<file path="src/rtl/board_io_gpio_bridge.sv">
// ---------------------------------------------------------------------------
// board_io_gpio_bridge
//
// Purpose:
//   Glue between the Zynq PS 64-bit EMIO GPIO bus and the board's buttons,
//   switches and LEDs. Every raw button/switch pin is brought into the clk
//   domain with a two-flop synchroniser and then debounced. Rising edges of
//   debounced buttons latch sticky "pressed" flags that software clears by
//   pulsing a strobe bit. Each LED runs in one of four software-selected
//   modes: off, level, blink or PWM.
//
// Ports:
//   clk       in   1             system clock (FCLK_CLK0)
//   reset     in   1             synchronous, active-high reset
//   buttons   in   NUM_BUTTONS   raw asynchronous button pins
//   switches  in   NUM_SWITCHES  raw asynchronous switch pins
//   leds      out  NUM_LEDS      LED pins, registered
//   gpio_o    in   64            PS GPIO output bus (control from software)
//   gpio_i    out  64            PS GPIO input bus (status to software), registered
//
// Control word (gpio_o):
//   [7:0]              LED level bits, bit i drives LED i in level mode
//   [16+2i+1:16+2i]    mode of LED i (00 off, 01 level, 10 blink, 11 pwm)
//   [47:40]            PWM duty, low PWM_BITS bits used
//   [48]               sticky-flag clear strobe, acts on its rising edge
//
// Status word (gpio_i):
//   [NB-1:0]           debounced buttons
//   [NB+NS-1:NB]       debounced switches
//   [2NB+NS-1:NB+NS]   sticky press flags
//   everything else    0
// ---------------------------------------------------------------------------
module board_io_gpio_bridge #(
    parameter int NUM_BUTTONS     = 4,
    parameter int NUM_SWITCHES    = 2,
    parameter int NUM_LEDS        = 4,
    parameter int DEBOUNCE_CYCLES = 65536,
    parameter int BLINK_CYCLES    = 25000000,
    parameter int PWM_BITS        = 8
) (
    input  logic                    clk,
    input  logic                    reset,
    input  logic [NUM_BUTTONS-1:0]  buttons,
    input  logic [NUM_SWITCHES-1:0] switches,
    output logic [NUM_LEDS-1:0]     leds,
    input  logic [63:0]             gpio_o,
    output logic [63:0]             gpio_i
);

    localparam int NUM_INPUTS = NUM_BUTTONS + NUM_SWITCHES;
    localparam int DB_W       = $clog2(DEBOUNCE_CYCLES);
    localparam int BLINK_W    = (BLINK_CYCLES > 1) ? $clog2(BLINK_CYCLES) : 1;

    localparam logic [DB_W-1:0]    DB_LAST    = DB_W'(DEBOUNCE_CYCLES - 1);
    localparam logic [BLINK_W-1:0] BLINK_LAST = BLINK_W'(BLINK_CYCLES - 1);

    localparam int CLR_BIT   = 48;
    localparam int DUTY_LSB  = 40;
    localparam int MODE_LSB  = 16;

    typedef enum logic [1:0] {
        LED_OFF   = 2'b00,
        LED_LEVEL = 2'b01,
        LED_BLINK = 2'b10,
        LED_PWM   = 2'b11
    } ledMode_t;

    // Input path: buttons occupy the low bits so the status word can take
    // the debounced vector as-is.
    logic [NUM_INPUTS-1:0]  w_rawIn;
    logic [NUM_INPUTS-1:0]  r_sync1;
    logic [NUM_INPUTS-1:0]  r_sync2;
    logic [NUM_INPUTS-1:0]  r_stable;
    logic [NUM_INPUTS-1:0]  w_commit;
    logic [DB_W-1:0]        r_dbCnt [NUM_INPUTS];

    // Sticky flags and the clear-strobe edge detector.
    logic [NUM_BUTTONS-1:0] w_pressRise;
    logic [NUM_BUTTONS-1:0] r_flags;
    logic                   r_clrDly;
    logic                   w_clrPulse;

    // Shared LED timebases.
    logic [BLINK_W-1:0]     r_blinkCnt;
    logic                   r_blinkPhase;
    logic [PWM_BITS-1:0]    r_pwmCnt;
    logic [PWM_BITS-1:0]    w_duty;

    // Next values of the registered outputs.
    logic [NUM_LEDS-1:0]    w_ledNext;
    logic [63:0]            w_status;

    // Most control bits are reserved; folding the whole bus into one bit
    // keeps the reserved bits visibly accounted for.
    logic                   w_unusedGpio;

    assign w_rawIn      = {switches, buttons};
    assign w_unusedGpio = ^gpio_o;

    // Two-flop synchroniser for every raw pin. The pins are fully
    // asynchronous to clk, so nothing downstream may look at w_rawIn.
    always_ff @(posedge clk) begin
        if (reset) begin
            r_sync1 <= '0;
            r_sync2 <= '0;
        end else begin
            r_sync1 <= w_rawIn;
            r_sync2 <= r_sync1;
        end
    end

    // An input commits to its new value on the cycle its counter has seen
    // DEBOUNCE_CYCLES consecutive disagreeing samples. Exposed as a vector
    // because the flag logic needs to know about button commits in the same
    // cycle the stable value changes.
    always_comb begin
        w_commit = '0;
        for (int i = 0; i < NUM_INPUTS; i++) begin
            w_commit[i] = (r_sync2[i] != r_stable[i]) && (r_dbCnt[i] == DB_LAST);
        end
    end

    // Per-input debouncer. Any sample that agrees with the stable value
    // restarts the count, so a glitch shorter than DEBOUNCE_CYCLES can
    // never change the stable value.
    always_ff @(posedge clk) begin
        if (reset) begin
            r_stable <= '0;
            for (int i = 0; i < NUM_INPUTS; i++) begin
                r_dbCnt[i] <= '0;
            end
        end else begin
            for (int i = 0; i < NUM_INPUTS; i++) begin
                if (r_sync2[i] == r_stable[i]) begin
                    r_dbCnt[i] <= '0;
                end else if (w_commit[i]) begin
                    r_stable[i] <= r_sync2[i];
                    r_dbCnt[i]  <= '0;
                end else begin
                    r_dbCnt[i] <= r_dbCnt[i] + DB_W'(1);
                end
            end
        end
    end

    // A press is a debounced 0->1 commit of a button. Detecting it at commit
    // time, rather than from the registered stable value, lets the flag land
    // in gpio_i in the same cycle as the debounced button bit.
    assign w_pressRise = w_commit[NUM_BUTTONS-1:0] & r_sync2[NUM_BUTTONS-1:0];

    // Software clears flags on the rising edge of the strobe only, so
    // leaving the strobe high does not keep wiping new presses.
    assign w_clrPulse = gpio_o[CLR_BIT] & ~r_clrDly;

    // Sticky press flags. The set term is OR-ed in after the clear so that
    // a press arriving together with a clear is never lost.
    always_ff @(posedge clk) begin
        if (reset) begin
            r_clrDly <= 1'b0;
            r_flags  <= '0;
        end else begin
            r_clrDly <= gpio_o[CLR_BIT];
            r_flags  <= w_pressRise | (r_flags & ~{NUM_BUTTONS{w_clrPulse}});
        end
    end

    // Shared blink timebase: the phase flips each time the counter wraps,
    // giving a square wave with a half-period of BLINK_CYCLES.
    always_ff @(posedge clk) begin
        if (reset) begin
            r_blinkCnt   <= '0;
            r_blinkPhase <= 1'b0;
        end else if (r_blinkCnt == BLINK_LAST) begin
            r_blinkCnt   <= '0;
            r_blinkPhase <= ~r_blinkPhase;
        end else begin
            r_blinkCnt <= r_blinkCnt + BLINK_W'(1);
        end
    end

    // Shared PWM ramp, free-running through its natural binary wrap.
    always_ff @(posedge clk) begin
        if (reset) begin
            r_pwmCnt <= '0;
        end else begin
            r_pwmCnt <= r_pwmCnt + PWM_BITS'(1);
        end
    end

    assign w_duty = gpio_o[DUTY_LSB +: PWM_BITS];

    // LED mode decode. Mode and duty are used straight from the control
    // bus; a change simply applies from the next clock, with no attempt to
    // wait for the end of a PWM period. A strict less-than compare makes
    // duty 0 fully dark and duty max dark for exactly one ramp step.
    always_comb begin
        w_ledNext = '0;
        for (int i = 0; i < NUM_LEDS; i++) begin
            case (ledMode_t'(gpio_o[MODE_LSB + 2*i +: 2]))
                LED_OFF:   w_ledNext[i] = 1'b0;
                LED_LEVEL: w_ledNext[i] = gpio_o[i];
                LED_BLINK: w_ledNext[i] = r_blinkPhase;
                LED_PWM:   w_ledNext[i] = (r_pwmCnt < w_duty);
                default:   w_ledNext[i] = 1'b0;
            endcase
        end
    end

    // Assemble the status word; unused bits read back as zero.
    always_comb begin
        w_status                             = '0;
        w_status[NUM_INPUTS-1:0]             = r_stable;
        w_status[NUM_INPUTS +: NUM_BUTTONS]  = r_flags;
    end

    // Output registers, so both the pins and the PS see glitch-free values.
    always_ff @(posedge clk) begin
        if (reset) begin
            leds   <= '0;
            gpio_i <= '0;
        end else begin
            leds   <= w_ledNext;
            gpio_i <= w_status;
        end
    end

endmodule
</file>
<file path="config.mk">
export PLATFORM = sky130hd
export DESIGN_NAME = board_io_gpio_bridge
export DESIGN_NICKNAME = d
export VERILOG_FILES = /design/src/rtl/board_io_gpio_bridge.sv
export SDC_FILE = /design/constraint.sdc
export NUM_CORES = 1
export LEC_CHECK = 0
export ABC_CLOCK_PERIOD_IN_PS = 2250
export CORE_MARGIN = 2
export CORE_UTILIZATION = 45
export DETAILED_ROUTE_END_ITERATION = 8
export GPL_TIMING_DRIVEN = 0
export HOLD_SLACK_MARGIN = 0.1
export PLACE_DENSITY_LB_ADDON = 0.15
export SLEW_MARGIN = 40
export SYNTH_ARGS = -nofsm -noshare
export SYNTH_HDL_FRONTEND = slang
export SYNTH_SLANG_ARGS = --single-unit
</file>
<file path="constraint.sdc">
create_clock -name clk -period 2.25 [get_ports clk]
set_clock_uncertainty 0.15 [all_clocks]
set_input_delay 0.45 -clock clk [delete_from_list [all_inputs] [get_ports clk]]
set_output_delay 0.45 -clock clk [all_outputs]
set_load 0.02 [all_outputs]
</file>
Word-level counts from Yosys, hierarchy flattened
Memories as Yosys holds them, arrays and structs flattened. Cells that the tools add are included.

Register bits: 125. Latch bits: 0. RAM bits: 96. ROM bits: 0. Input port bits: 72. Output and inout port bits: 68. Word-level logic and storage cells: 195. Memories kept: 1.

Memory list: r_dbCnt (words 6, bits a word 16, rd ports 6, clocked after Yosys merged registers in 0, wr ports 6, RTL line 75) `logic [DB_W-1:0] r_dbCnt [NUM_INPUTS];`.

Add/subtract/negate cells: 8. $mul: 0. Div/mod/pow operators: 0. Magnitude comparators: 1. Equal/unequal tests: 31. Shifts and indexed selects: 0. Multiplexer cells: 90. Bitwise operators: 31. Reduce and logical (&&, ||, !) cells: 17.

Operators with widths (number): 16-bit two-way mux (18); 16-bit by 1-bit adder with 16-bit output, second input constant (6); 16-bit == test, second input constant (6); 1-bit two-way mux (68); 25-bit by 1-bit adder with 25-bit output, second input constant (1); 25-bit == test, second input constant (1); 1-bit OR (18); 2-bit == test, second input constant (8); 1-bit one-hot mux with 4 select lines (4); 2-bit AND reduction (6); 8-bit by 1-bit adder with 8-bit output, second input constant (1); 4-bit bitwise AND (2); 2-bit by 1-bit == test with 1-bit output, second input constant (4); 2-bit logical NOT (4); 8-bit < comparator (1); 1-bit NOT (8); 1-bit == test (6); 1-bit logical AND (6); 1-bit inequality test (6); 4-bit NOT (1); 4-bit OR (1); 2-bit OR reduction (1); 1-bit bitwise AND (1).

Longest topological paths before layout
Gate-level depths: netlist of run 1. An unclocked memory read counts as a cell.

Depth after elaboration: 9. Depth in mapped cells: 6. Depth with buffers taken out: 6.

Worst setup path before layout of run 1
Ideal clock, no wire load.

Path type: reg2reg. Start point: memory r_dbCnt[1][0] (netlist bit). End point: memory r_dbCnt[1][11] (netlist bit), data pin. Setup time: 0.266 ns. Data arrival time: 1.605 ns. Required time: 1.834 ns. Slack: 0.229 ns. Cell stages (with the launch flop): 7. Buffers on the path: 1. Period minus slack after synthesis: 2.021 ns. Path through: edfxtp_1 > ha_1 > and4_1 > nand4_1 > o21bai_1 > clkbuf_1 > nor2_1.

RTL lines (RTL line): start, declared (75).

Worst setup path in the final report of run 1
Start point: input gpio_o[47]. End point: register leds[0].

Longest elaborated chain between the ends: 2.

RTL lines: start, declared (RTL line 46) `input logic [63:0] gpio_o,`; 8-bit < comparator (RTL line 203) `LED_PWM: w_ledNext[i] = (r_pwmCnt < w_duty);`; 1-bit one-hot mux with 4 select lines (RTL line 199) `case (ledMode_t'(gpio_o[MODE_LSB + 2*i +: 2]))`; end signal, assigned (RTL line 222) `leds <= w_ledNext;`; end, declared (RTL line 45) `output logic [NUM_LEDS-1:0] leds,`.

No other way between the ends. A chain may end at the register's enable or synchronous reset.

==> metrics.md, run 1 <==
| Metric | Value |
|---|---|
| Status | finished, final reports clean |
| CP max stage cell | clkdlybuf4s50_1 |
| CP Class | primary input to register |
| Max-slew headroom | 61.87% |
| LEAKAGE | 0.003984 uW |
| Die area | 19710 um^2 |
| Startpoint types | primary input |
| Hold Crit Class | register to register |
| Final wirelength | 15170 um |
| DRC viols | 0 |
| Max-cap check violation count | 0 |
| WP data arrival | 2290 ps |
| Setup-failing EPs final | 0 |
| Final total power | 6784 uW |
| Slew Viols, Final | 0 |
| Insertion delay to the later sink of the worst-skew pair | 430 ps |
| Pwr per Cell Area | 656.2 nW/um^2 |
| CP max FO | 4 |
| WHS | 289.1 ps |
| Slew @ Worst Pin | 572.0 ps |
| Post-layout util | 57.16% |
| # diodes | 0 |
| Port Buf Inserts | 42 |
| Vias in the first global route | 5600 |
| Initial Utilization | 46.29% |
| Fillcell total | 1623 |
| Die Height | 140.4 um |
| DR iter-0 viols | 224 |
| Yosys reg bits | 167 |
| Area of the core | 18090 um^2 |
| Largest net degree at the start of global routing | 17 |
| CTS Buf Count | 17 |
| GPL Wtd Cong | 0.7623 |
| Clock-pin transition on the worst setup and hold timing paths | 70 ps |
| Ys async rst share | 0% |
| Worst setup EP type | register |
| Data required, critical path | 2390 ps |
| H-tree Lvls | 4 |
| Drt first pass iters | 5 |
| Vias | 6043 |
| Top FF cell, synth | edfxtp_1 |
| Cell count after synthesis | 839 |
| Yosys cell types | 47 |
| Routed len/inst | 11.69 um |
| Hpwl dp | 11090 um |
| Period utilization | 95.69% |
| Clk sinks | 167 |
| VDD IR max | 0.0005759 V |
| Synth Warn # | 0 |
| Fin nets | 1142 |
| Antenna Nets Post-Route | 0 |
| Clock Tree Buf Depth | 2 |
| Global-route wire length before repair | 25390 um |
| Hold Violations, Final | 0 |
| CTS tree | yes |
| Die width | 140.4 um |
| Worst path cell trace | clkdlybuf4s50_1 > inv_1 > ha_1 > a211o_1 > a31oi_1 > o31ai_2 > o21ai_0 |
| FMAX | 464.5 MHz |
| Slowest stage delay, CP | 490 ps |
| Post-Syn Area | 8372 um^2 |
| Rows | 49 |
| Period minus WS final | 2153 ps |
| Syn_area_per_cell | 9.978 um^2 |
| Initial antenna violation count | 0 |
| Num ports | 140 |
| Register area | 4304 um^2 |
| Share of cells above drive strength 1 | 11.24% |
| Most frequent cells in the layout | conb_1, nor2_1, edfxtp_1, dfxtp_1, buf_4 |
| Most common cell after layout, fill and taps aside | conb_1 |
| Multi-input gate area | 4070 um^2 |
| GRT Total Usage | 15.83% |
| TNS Setup | 0 ps |
| Vias/cell | 4.659 |
| Area Growth Syn to Fin | 23.49% |
| Sequential cell area fraction in the yosys report | 51.41% |
| Number of synthesized flops with an enable pin | 96 |
| GR Overflow Total | 0 |
| Root Buffer | clkbuf_16 |
cell usage after synthesis (all sizes together), types with 12 or more instances:
cell type | count | share of area, %
nor2 | 121 | 5.4
edfxtp | 96 | 34
dfxtp | 71 | 17
buf | 59 | 5.1
xnor2 | 56 | 5.9
nand3 | 50 | 3.0
nand2 | 38 | 1.7
xor2 | 37 | 3.9
inv | 34 | 1.5
a21oi | 29 | 1.7
o21ai | 29 | 1.7
nand4 | 25 | 2.0
nor2b | 25 | 1.9
or3 | 25 | 1.9
and3 | 17 | 1.3
ha | 15 | 2.2
nor4 | 14 | 1.0
nor3 | 13 | 0.78
clkbuf | 12 | 0.54
path summary, 6_finish.rpt:
check	start	end	slack, ps	depth (start not counted)
min	r_sync1[0]	r_sync2[0]	290	1
max reg2reg	r_dbCnt[3][0]	r_dbCnt[3][14]	140	5
min reg2reg	r_sync1[0]	r_sync2[0]	290	1
max	gpio_o[47]	leds[0]	100	7
flip-flops by register name, summed over array words and instances (netlist names):
name	cells
gpio_i	10
leds	4
r_blinkCnt	25
r_blinkPhase	1
r_clrDly	1
r_dbCnt	96
r_flags	4
r_pwmCnt	8
r_stable	6
r_sync1	6
r_sync2	6
per-stage QoR:
stage	cells	setup WS, ps	area [um^2]
floorplan	987	228.7	8927
global route	1297	-6.831	10340
CTS	1290	9.865	10250
global placement	1258	-806.8	9634
finish	1297	97.03	10340
detailed placement	1258	-854.5	9634
power breakdown:
group | internal, uW | total [uW] | switching [uW]
Clock | 1670 | 2890 | 1220
Combinational | 213 | 474 | 261
Sequential | 3330 | 3420 | 90.7
Total | 5210 | 6780 | 1570
layout make-up:
cell class,count,share of cell area [%]
Clock buffer,19,4.284
Clock inverter,13,1.392
Sequential cell,167,41.63
Multi-Input combinational cell,715,39.37
Buffer,70,4.671
Timing Repair Buffer,50,4.647
Inverter,34,1.234
Tap cell,229,2.771
critical path, delay by kind of cell:
family	cells	cell delay [ps]
adder cells (fa/ha/maj)	1	320
AO/OA/AOI/OAI	4	980
buffers and inverters	2	540
cell families (layout without fill, tap and decap cells):
| logic type | count (synthesis) | in the layout | share of synthesized area (%) |
|---|---|---|---|
| AND/OR/NAND/NOR | 372 | 372 | 23.15 |
| flip-flops | 167 | 167 | 51.41 |
| buffers and inverters | 105 | 186 | 7.189 |
| XOR/XNOR | 93 | 93 | 9.729 |
| AO/OA/AOI/OAI | 83 | 83 | 5.918 |
| adder cells (fa/ha/maj) | 15 | 15 | 2.242 |
| other | 2 | 150 | 0.08971 |
| multiplexers | 2 | 2 | 0.2690 |
layer usage:
| metal | GRT usage, % | part of all wire (%) | up-vias |
|---|---|---|---|
| li1 | - | - | 3198 |
| met1 | 21.22 | 50 | 2752 |
| met2 | 25.64 | 46 | 74 |
| met3 | 3.179 | 2.8 | 19 |
| met4 | 5.529 | 1.6 | 0 |
| met5 | 0 | 0 | - |
repair_timing:
| item | in CTS | in global routing |
|---|---|---|
| resized for setup | 10 | 10 |
| hold buffers | 0 | 0 |
| buffers inserted | 1 | 7 |
| setup endpoints to repair | 101 | 62 |
| pin swaps | 1 | 4 |
No activity file was read; power rests on OpenSTA's default activity.
==> run 2: changes to the inputs <==
--- a/config.mk
+++ b/config.mk
@@ -10,7 +10,7 @@
 export CORE_UTILIZATION = 45
 export DETAILED_ROUTE_END_ITERATION = 8
 export GPL_TIMING_DRIVEN = 0
-export HOLD_SLACK_MARGIN = 0.1
+export HOLD_SLACK_MARGIN = 0.12
 export PLACE_DENSITY_LB_ADDON = 0.15
 export SLEW_MARGIN = 40
 export SYNTH_ARGS = -nofsm -noshare
==> results of run 2 <==
No change in the layout: final DEF, timing and power equal those of run 1.
==> run 3: changes to the inputs <==
--- a/config.mk
+++ b/config.mk
@@ -10,7 +10,7 @@
 export CORE_UTILIZATION = 45
 export DETAILED_ROUTE_END_ITERATION = 8
 export GPL_TIMING_DRIVEN = 0
-export HOLD_SLACK_MARGIN = 0.12
+export HOLD_SLACK_MARGIN = 0.1
 export PLACE_DENSITY_LB_ADDON = 0.15
 export SLEW_MARGIN = 40
 export SYNTH_ARGS = -nofsm -noshare
==> results of run 3 <==
No change in the layout: final DEF, timing and power equal those of run 1.
